**src/rtl/mem_port_arbiter_pkg.sv**
```systemverilog
// Shared types and defaults for the two-requester memory port arbiter.
package mem_arb_pkg;

  typedef enum logic [0:0] {
    SERVE = 1'b0,
    CLEAR = 1'b1
  } state_t;

  localparam int DEFAULT_DATA_W = 8;
  localparam int DEFAULT_ADDR_W = 4;
  localparam int NUM_REQ        = 2;

endpackage

```
**src/rtl/mem_port_arbiter_if.sv**
```systemverilog
// Request/response bus between the two requesters and mem_port_arbiter.
// Handshake: a request on port i is accepted at a rising edge where req_valid[i]
// and req_ready[i] are both high; an unserved requester keeps valid and its
// fields stable until ready. Read data arrives as a one-cycle rsp_valid[i] pulse.
interface mem_port_arbiter_if
  import mem_arb_pkg::*;
#(
  parameter int DATA_W = DEFAULT_DATA_W,
  parameter int ADDR_W = DEFAULT_ADDR_W
);
  logic [NUM_REQ-1:0] req_valid;
  logic [NUM_REQ-1:0] req_ready;
  logic [NUM_REQ-1:0] req_we;
  logic [ADDR_W-1:0]  req_addr0;
  logic [ADDR_W-1:0]  req_addr1;
  logic [DATA_W-1:0]  req_wdata0;
  logic [DATA_W-1:0]  req_wdata1;
  logic [NUM_REQ-1:0] rsp_valid;
  logic [DATA_W-1:0]  rsp_rdata0;
  logic [DATA_W-1:0]  rsp_rdata1;

  modport master (
    output req_valid, req_we, req_addr0, req_addr1, req_wdata0, req_wdata1,
    input  req_ready, rsp_valid, rsp_rdata0, rsp_rdata1
  );

  modport slave (
    input  req_valid, req_we, req_addr0, req_addr1, req_wdata0, req_wdata1,
    output req_ready, rsp_valid, rsp_rdata0, rsp_rdata1
  );
endinterface

```
**src/rtl/mem_port_arbiter_rr_arbiter2.sv**
```systemverilog
// Two-input round-robin arbiter; on contention the requester that did not win
// last time is granted. rr_last resets to 1 so requester 0 wins first.
module rr_arbiter2
  import mem_arb_pkg::*;
(
  input  logic               clk,
  input  logic               rst,
  input  logic [NUM_REQ-1:0] request,
  input  logic               update_en,
  output logic [NUM_REQ-1:0] grant
);
  logic rr_last_q, rr_last_d;

  always_comb begin
    grant     = 2'b00;
    rr_last_d = rr_last_q;
    case (request)
      2'b01:   grant = 2'b01;
      2'b10:   grant = 2'b10;
      2'b11:   grant = rr_last_q ? 2'b01 : 2'b10;
      default: grant = 2'b00;
    endcase
    if (update_en && (grant != 2'b00)) rr_last_d = grant[1];
  end

  always_ff @(posedge clk or posedge rst) begin
    if (rst) rr_last_q <= 1'b1;
    else     rr_last_q <= rr_last_d;
  end
endmodule

```
**src/rtl/mem_port_arbiter.sv**
```systemverilog
// Two-port round-robin access to a private register array, with a sequenced
// clear that walks every address while both requesters are stalled.
module mem_port_arbiter
  import mem_arb_pkg::*;
#(
  parameter int DATA_W = DEFAULT_DATA_W,
  parameter int ADDR_W = DEFAULT_ADDR_W,
  parameter int CNT_W  = 16
) (
  input  logic                clk,
  input  logic                rst,
  mem_port_arbiter_if.slave   bus,
  input  logic                clear_start,
  output logic                busy,
  output logic                clear_done,
  output logic [CNT_W-1:0]    grant_cnt0,
  output logic [CNT_W-1:0]    grant_cnt1,
  output state_t              dbg_state
);
  localparam int DEPTH = 2 ** ADDR_W;
  localparam logic [0:0] ST_SERVE = 1'b0;
  localparam logic [0:0] ST_CLEAR = 1'b1;

  logic [0:0]         state_q, state_d;
  logic [ADDR_W-1:0]  clear_ptr_q, clear_ptr_d;
  logic               clear_done_q, clear_done_d;
  logic [NUM_REQ-1:0] rsp_valid_q, rsp_valid_d;
  logic [DATA_W-1:0]  rsp_rdata0_q, rsp_rdata0_d;
  logic [DATA_W-1:0]  rsp_rdata1_q, rsp_rdata1_d;
  logic [CNT_W-1:0]   grant_cnt0_q, grant_cnt0_d;
  logic [CNT_W-1:0]   grant_cnt1_q, grant_cnt1_d;

  logic [DATA_W-1:0]  mem [DEPTH];
  logic               mem_we;
  logic [ADDR_W-1:0]  mem_waddr;
  logic [DATA_W-1:0]  mem_wdata;

  logic               in_serve;
  logic [NUM_REQ-1:0] grant;
  logic [NUM_REQ-1:0] hs;

  assign in_serve = (state_q == ST_SERVE);

  // Requests are masked during CLEAR so the arbiter never grants there.
  rr_arbiter2 u_rr (
    .clk       (clk),
    .rst       (rst),
    .request   (bus.req_valid & {NUM_REQ{in_serve}}),
    .update_en (in_serve),
    .grant     (grant)
  );

  assign hs = bus.req_valid & grant;

  always_comb begin
    state_d      = state_q;
    clear_ptr_d  = clear_ptr_q;
    clear_done_d = 1'b0;
    rsp_valid_d  = '0;
    rsp_rdata0_d = rsp_rdata0_q;
    rsp_rdata1_d = rsp_rdata1_q;
    grant_cnt0_d = grant_cnt0_q;
    grant_cnt1_d = grant_cnt1_q;
    mem_we       = 1'b0;
    mem_waddr    = clear_ptr_q;
    mem_wdata    = '0;

    case (state_q)
      ST_SERVE: begin
        if (hs[0]) begin
          grant_cnt0_d = grant_cnt0_q + CNT_W'(1);
          if (bus.req_we[0]) begin
            mem_we    = 1'b1;
            mem_waddr = bus.req_addr0;
            mem_wdata = bus.req_wdata0;
          end else begin
            rsp_valid_d[0] = 1'b1;
            rsp_rdata0_d   = mem[bus.req_addr0];
          end
        end
        if (hs[1]) begin
          grant_cnt1_d = grant_cnt1_q + CNT_W'(1);
          if (bus.req_we[1]) begin
            mem_we    = 1'b1;
            mem_waddr = bus.req_addr1;
            mem_wdata = bus.req_wdata1;
          end else begin
            rsp_valid_d[1] = 1'b1;
            rsp_rdata1_d   = mem[bus.req_addr1];
          end
        end
        // The same-cycle handshake above still completes before the clear.
        if (clear_start) begin
          state_d     = ST_CLEAR;
          clear_ptr_d = '0;
        end
      end
      ST_CLEAR: begin
        mem_we    = 1'b1;
        mem_waddr = clear_ptr_q;
        if (clear_ptr_q == {ADDR_W{1'b1}}) begin
          state_d      = ST_SERVE;
          clear_done_d = 1'b1;
          clear_ptr_d  = '0;
        end else begin
          clear_ptr_d = clear_ptr_q + ADDR_W'(1);
        end
      end
      default: state_d = ST_SERVE;
    endcase
  end

  always_ff @(posedge clk or posedge rst) begin
    if (rst) begin
      state_q      <= ST_SERVE;
      clear_ptr_q  <= '0;
      clear_done_q <= 1'b0;
      rsp_valid_q  <= '0;
      rsp_rdata0_q <= '0;
      rsp_rdata1_q <= '0;
      grant_cnt0_q <= '0;
      grant_cnt1_q <= '0;
    end else begin
      state_q      <= state_d;
      clear_ptr_q  <= clear_ptr_d;
      clear_done_q <= clear_done_d;
      rsp_valid_q  <= rsp_valid_d;
      rsp_rdata0_q <= rsp_rdata0_d;
      rsp_rdata1_q <= rsp_rdata1_d;
      grant_cnt0_q <= grant_cnt0_d;
      grant_cnt1_q <= grant_cnt1_d;
    end
  end

  // Storage is deliberately left out of reset.
  always_ff @(posedge clk) begin
    if (mem_we) mem[mem_waddr] <= mem_wdata;
  end

  assign bus.req_ready  = grant;
  assign bus.rsp_valid  = rsp_valid_q;
  assign bus.rsp_rdata0 = rsp_rdata0_q;
  assign bus.rsp_rdata1 = rsp_rdata1_q;
  assign busy           = (state_q == ST_CLEAR);
  assign clear_done     = clear_done_q;
  assign grant_cnt0     = grant_cnt0_q;
  assign grant_cnt1     = grant_cnt1_q;
  assign dbg_state      = state_t'(state_q);
endmodule
```
**src/flat_wrapper.sv**
```systemverilog
// flat-port wrapper written by rule: the top's interface ports become plain ports
module mem_port_arbiter_flat import mem_arb_pkg::*;
#(
  parameter int DATA_W = DEFAULT_DATA_W,
  parameter int ADDR_W = DEFAULT_ADDR_W,
  parameter int CNT_W  = 16
)
  (clk, rst, clear_start, busy, clear_done, grant_cnt0, grant_cnt1, dbg_state, bus_req_valid, bus_req_we, bus_req_addr0, bus_req_addr1, bus_req_wdata0, bus_req_wdata1, bus_req_ready, bus_rsp_valid, bus_rsp_rdata0, bus_rsp_rdata1);
  mem_port_arbiter_if #(.DATA_W(DATA_W), .ADDR_W(ADDR_W)) bus_i ();
  input  logic clk;
  input  logic rst;
  input  logic clear_start;
  output logic busy;
  output logic clear_done;
  output logic [CNT_W-1:0] grant_cnt0;
  output logic [CNT_W-1:0] grant_cnt1;
  output state_t dbg_state;
  input wire logic [$bits(bus_i.req_valid)-1:0] bus_req_valid;
  input wire logic [$bits(bus_i.req_we)-1:0] bus_req_we;
  input wire logic [$bits(bus_i.req_addr0)-1:0] bus_req_addr0;
  input wire logic [$bits(bus_i.req_addr1)-1:0] bus_req_addr1;
  input wire logic [$bits(bus_i.req_wdata0)-1:0] bus_req_wdata0;
  input wire logic [$bits(bus_i.req_wdata1)-1:0] bus_req_wdata1;
  output wire logic [$bits(bus_i.req_ready)-1:0] bus_req_ready;
  output wire logic [$bits(bus_i.rsp_valid)-1:0] bus_rsp_valid;
  output wire logic [$bits(bus_i.rsp_rdata0)-1:0] bus_rsp_rdata0;
  output wire logic [$bits(bus_i.rsp_rdata1)-1:0] bus_rsp_rdata1;
  assign bus_i.req_valid = bus_req_valid;
  assign bus_i.req_we = bus_req_we;
  assign bus_i.req_addr0 = bus_req_addr0;
  assign bus_i.req_addr1 = bus_req_addr1;
  assign bus_i.req_wdata0 = bus_req_wdata0;
  assign bus_i.req_wdata1 = bus_req_wdata1;
  assign bus_req_ready = bus_i.req_ready;
  assign bus_rsp_valid = bus_i.rsp_valid;
  assign bus_rsp_rdata0 = bus_i.rsp_rdata0;
  assign bus_rsp_rdata1 = bus_i.rsp_rdata1;
  mem_port_arbiter #(.DATA_W(DATA_W), .ADDR_W(ADDR_W), .CNT_W(CNT_W)) u_core (.clk(clk), .rst(rst), .bus(bus_i), .clear_start(clear_start), .busy(busy), .clear_done(clear_done), .grant_cnt0(grant_cnt0), .grant_cnt1(grant_cnt1), .dbg_state(dbg_state));
endmodule
```
**config.mk**
```make
export PLATFORM = sky130hd
export DESIGN_NAME = mem_port_arbiter_flat
export DESIGN_NICKNAME = d
export VERILOG_FILES = /design/src/rtl/mem_port_arbiter_pkg.sv /design/src/rtl/mem_port_arbiter_if.sv /design/src/rtl/mem_port_arbiter_rr_arbiter2.sv /design/src/rtl/mem_port_arbiter.sv /design/src/flat_wrapper.sv
export SDC_FILE = /design/constraint.sdc
export NUM_CORES = 1
export LEC_CHECK = 0
export CAP_MARGIN = 10
export CORE_ASPECT_RATIO = 2
export CORE_MARGIN = 5
export CORE_UTILIZATION = 40
export CTS_CLUSTER_DIAMETER = 30
export DETAILED_ROUTE_END_ITERATION = 10
export GPL_TIMING_DRIVEN = 1
export MAX_ROUTING_LAYER = met4
export SETUP_SLACK_MARGIN = 0.5
export SYNTH_ARGS = -nofsm -noshare
export SYNTH_HDL_FRONTEND = slang
export SYNTH_SLANG_ARGS = --single-unit
```
**constraint.sdc**
```tcl
create_clock -name clk -period 7.16 [get_ports clk]
set_input_delay 2.148 -clock clk [delete_from_list [all_inputs] [get_ports clk]]
set_output_delay 2.148 -clock clk [all_outputs]
set_load 0.005 [all_outputs]
```
# Word-level counts from Yosys, hierarchy flattened

Memories as Yosys holds them, arrays and structs flattened. A register that Yosys moved wholly into a read port is not among the register bits.
Index checks and enable logic that the tools add are counted.

Word-level logic and storage cells: 59
Bits of input ports: 31
Output and inout bits: 55
Memories kept: 1
Memory bits (writable): 128
Flip-flop bits (word level): 41

Memories:

| name       | depth | bits a word | read ports | clocked after memory_dff | wr ports | RTL line               | text |
|---|---|---|---|---|---|---|---|
| u_core.mem | 16    | 8           | 2          | 2                        | 1        | mem_port_arbiter.sv:33 | `logic [DATA_W-1:0] mem [DEPTH];` |

Multiplexer cells: 32
Add/sub/neg operators: 3
Reduce and logical (&&, ||, !) cells: 6
Bitwise logic cells: 5
Eq/ne operators: 5

Operator list:

| operator                                            | number |
|---|---|
| two-way mux 8 bit                                   | 5 |
| adder 16 x 1 -> 16 bit, second input constant       | 2 |
| two-way mux 4 bit                                   | 6 |
| one-hot mux 4 bit (2 select lines)                  | 2 |
| two-way mux 1 bit                                   | 14 |
| one-hot mux 2 bit (3 select lines)                  | 1 |
| AND reduction 3 bit                                 | 2 |
| adder 4 x 1 -> 4 bit, second input constant         | 1 |
| AND 2 bit                                           | 2 |
| equality test 2 bit, second input constant          | 2 |
| equality test 4 bit, second input constant          | 1 |
| two-way mux 2 bit                                   | 2 |
| one-hot mux 1 bit (2 select lines)                  | 2 |
| AND reduction 2 bit                                 | 2 |
| inverter 1 bit                                      | 3 |
| equality test 2 x 1 -> 1 bit, second input constant | 1 |
| != test 2 bit, second input constant                | 1 |
| nonzero test 2 bit                                  | 1 |
| logical AND 1 bit                                   | 1 |

# Logic depth before layout (Yosys ltp)

Depth in word-level cells: 11
Gate-level depth with buffers: 7
Depth with buffers taken out: 5

# Cells and area by module

Synthesis repeated with hierarchy kept, for this count alone.

Cells, all modules: 530
Area total of the unflattened synthesis: 8590.7 um^2

By module, submodules not included:

| module           | instances | cells an instance | sequential area each (um^2) | area each (um^2) |
|---|---|---|---|---|
| mem_port_arbiter | 1         | 523               | 5245.0                      | 8530.7 |
| rr_arbiter2      | 1         | 7                 | 26.3                        | 60.1 |

# Worst setup path before layout

No wires, ideal clock.

Path kind: input-to-output
From: input bus_req_valid[0]
To: output bus_req_ready[0]
Setup slack: 2.293 ns
Data arrival time: 2.719 ns
Data required time: 5.012 ns
Buffers on the path: 2
Stages on the path: 4
Cell sequence: nor2b_1 > buf_6 > and2_1 > clkbuf_1

Longest elaborated chain between the ends: 3
Elaborated cells on any way between the ends: 5
Those cells by class: eq/ne: 3; mux: 1; bitwise: 1

RTL lines:

| item                                                                       | RTL line                           | text |
|---|---|---|
| from (decl)                                                                | flat_wrapper.sv:18                 | `input wire logic [$bits(bus_i.req_valid)-1:0] bus_req_valid;` |
| AND 2 bit *                                                                | mem_port_arbiter.sv:48             | `.request (bus.req_valid & {NUM_REQ{in_serve}}),` |
| equality test 2 bit / equality test 2 x 1 -> 1 bit (equally long branches) | mem_port_arbiter_rr_arbiter2.sv:17 | `case (request)` |
| one-hot mux 2 bit (3 select lines) *                                       | mem_port_arbiter_rr_arbiter2.sv:17 |  |
| to (decl)                                                                  | flat_wrapper.sv:24                 | `output wire logic [$bits(bus_i.req_ready)-1:0] bus_req_ready;` |

Mark *: on every way between the ends. The rest lies on a longest branch, timed or not.

# Worst setup path after layout

From: input bus_req_valid[1]
To: output bus_req_ready[1]

The elaborated chain is that of the path after synthesis.

==> results.txt <==
status - complete, no violations
Setup TNS Final - 0 ns
Peak VDD IR - 0.000183 V
total power - 3.07 mW
worst min path class - reg -> reg
synthesized area - 8740 µm²
share of layout cells above drive strength 1 - 20.2%
critical path data arrival time - 4.17 ns
IO Port Bufs - 85
post-synthesis xor/xnor area fraction - 3.01%
Yosys reg bits - 185
Netlist cell types - 46
clock transition at the registers of the reported paths - 0.07 ns
register area share after synthesis - 60.3%
die area - 25,100 µm²
CTS H-tree lvls - 4
reg2reg start - u_core.busy
first-pass GRT wire length - 33,000 µm
via count - 5,291
commonest non-fill, non-tap cell in the layout - edfxtp_1
synthesized-area fraction occupied by adder cells - 0.430%
Req. time, crit path - 5.01 ns
Gate power share - 24.2%
Pleak - 3.89 nW
DRT Pass-1 Iters - 5
drc violations - 0
worst-path fanout max - 9
Worst Hold Launch - u_core.grant_cnt1[15]
clk buf depth - 2
dpl hpwl - 16,700 µm
Clk Latency, worst-skew pair - 0.43 ns
main combinational cell family by area after synthesis - multiplexers
# rows - 76
Clock Power Share - 27.4%
Hold Fails Final Rpt - 0
drt wl/cell - 24.0 µm
Max Clock Skew - 0.00447 ns
die height - 219 µm
hold slack - 0.480 ns
pin count of the biggest net entering global routing - 58
CTS Buf Count - 17
internal power - 2.18 mW
crit path launch type - input port
Clock Root Buffer - clkbuf_16
minimum clock period after layout - 6.32 ns
CTS Hold Bufs - 0
Routed Antenna Nets - 0
initial antenna violation count - 0
Final setup viols - 0
synthesized instance count - 547
final wirelength - 22,200 µm
mux contribution to synthesized area - 21.0%
initial core utilization - 40.5%
GRT Total Usage - 18.7%
Syn. warnings - 0
Worst Max-Slew Pin Slew - 1.05 ns
number of nets in the layout - 673
DRT iter0 DRCs - 405
Antenna diodes - 0
layout overhead on the synthesized area - 19.2%
number of global-route vias before repair - 5,552
Avg Inst Size Synth - 16.0 µm²
global route total overflow - 0
Setup CP Type - in -> out
# Post-CTS Setup Buffers - 0
Synth Area in Compound Gates - 5.18%
Crit. End Element - primary output
Vias/cell - 5.72
DIE WIDTH - 115 µm
GP Congestion - 0.855
Synth Area in Simple Gates - 7.26%
syn_nets - 581
crit path launch - bus_req_valid[1]
Max Clk Rate - 158 MHz
Final Cycle Share - 88.3%
CTS Sinks - 185
most frequent cells in the layout - edfxtp_1, clkdlybuf4s50_1, dfrtp_1
P_sw - 894 µW
CTS tree - done
sequential share of power - 48.5%
Sw Share - 29.1%
Slew Viols, Final - 0
CORE AREA - 21,600 µm²
max capacitance violation total - 0
Worst slew margin - 29.2%
RSZ-0062 raised after global routing - false
CTS resizes - 0
pwr/cell area - 295 nW/µm²
Ports - 86
cells in the mapped netlist, drive strengths merged:
cell	number	area share, %
o211ai	7	0.60
clkbuf	10	0.43
nand2b	2	0.23
nand4	13	0.93
and3	5	0.42
dfstp	1	0.30
a22o	8	0.80
buf	25	1.9
mux4	50	13
nand3	9	0.52
mux2	16	2.1
edfxtp	128	44
and2	5	0.36
mux2i	53	6.1
inv	10	0.43
nor3b	1	0.086
dfrtp	56	16
nand2	30	1.3
xnor2	15	1.5
ha	3	0.43
o311ai	4	0.74
a21o	1	0.086
a222oi	8	0.92
nor4	18	1.3
nor2	10	0.43
and4	3	0.30
xor2	15	1.5
or3	1	0.072
a31oi	1	0.072
o2bb2ai	1	0.10
o21ai	7	0.40
o2111ai	7	0.70
nor3	9	0.52
nand4b	3	0.30
o22a	1	0.10
o311a	3	0.60
nor2b	5	0.36
a21oi	1	0.057
nand3b	2	0.17
path summary, 6_finish.rpt:
check | endpoint | slack, ns | cells past startpoint
max | bus_req_ready[1] | 0.84 | 5
min | u_core.grant_cnt1[15] | 0.48 | 1
max reg2reg | u_core.mem[13][5] | 3.53 | 5
min reg2reg | u_core.grant_cnt1[15] | 0.48 | 1
max in group asynchronous | u_core.bus.rsp_rdata0[4] | 4.41 | 3
min in group asynchronous | u_core.bus.rsp_rdata1[0] | 2.26 | 3
per-stage QoR:
stage | cells | util, % | instance area (µm²) | setup WS (ns)
finish | 925 | 48.3 | 10400 | 0.840
CTS | 925 | 48.3 | 10400 | 0.886
detailed placement | 893 | 45.8 | 9890 | 0.906
global placement | 893 | 45.8 | 9890 | 0.955
global route | 925 | 48.3 | 10400 | 0.730
floorplan | 547 | - | 8740 | 2.29
registers in the layout, summed over array words and instances, names as in the netlist:
signal and count:
u_core.busy 1, u_core.grant_cnt0 16, u_core.mem 128, u_core.clear_done 1, u_core.u_rr.rr_last_q 1, u_core.grant_cnt1 16
u_core.bus.rsp_rdata1 8, u_core.bus.rsp_valid 2, u_core.clear_ptr_q 4, u_core.bus.rsp_rdata0 8
cell families after synthesis:
family                   count (synthesis)
multiplexers                           119
AND/OR/NAND/NOR                        116
buffers and inverters                   45
flip-flops                             185
XOR/XNOR                                30
adder cells (fa/ha/maj)                  3
AO/OA/AOI/OAI                           49
per-layer routing:
layer | global-route usage (%) | wire length [µm] | vias up | part of all wire, %
met5 | - | 0 | - | 0
met4 | 8.68 | 839 | 0 | 3.8
met3 | 3.42 | 949 | 44 | 4.3
met2 | 35.2 | 12900 | 180 | 58
met1 | 17.9 | 7520 | 2677 | 34
li1 | - | - | 2390 | -
power groups by stage:
stage	combinational [mW]	sequential, mW	clock, mW
floorplan	0.428	1.47	0
global placement	0.735	1.50	0
detailed placement	0.753	1.51	0
CTS	0.755	1.49	0.862
global route	0.799	1.51	0.904
finish	0.741	1.49	0.841
critical path, stage by stage:
cell             delay [ns]
clkdlybuf4s50_1        0.54
nor2b_1                0.54
nand2_1                0.23
inv_1                  0.19
clkdlybuf4s50_1        0.53
final cells by class:
type,instances,area [µm²]
flip-flops and latches,185,5270
well taps,273,342
fillers,1856,11200
clock buffers,18,429
inverters,10,37.5
multi-input cells,317,3220
repair buffers,108,1010
clock inverters,14,100
Note: power is estimated with default switching activity, not from simulation.
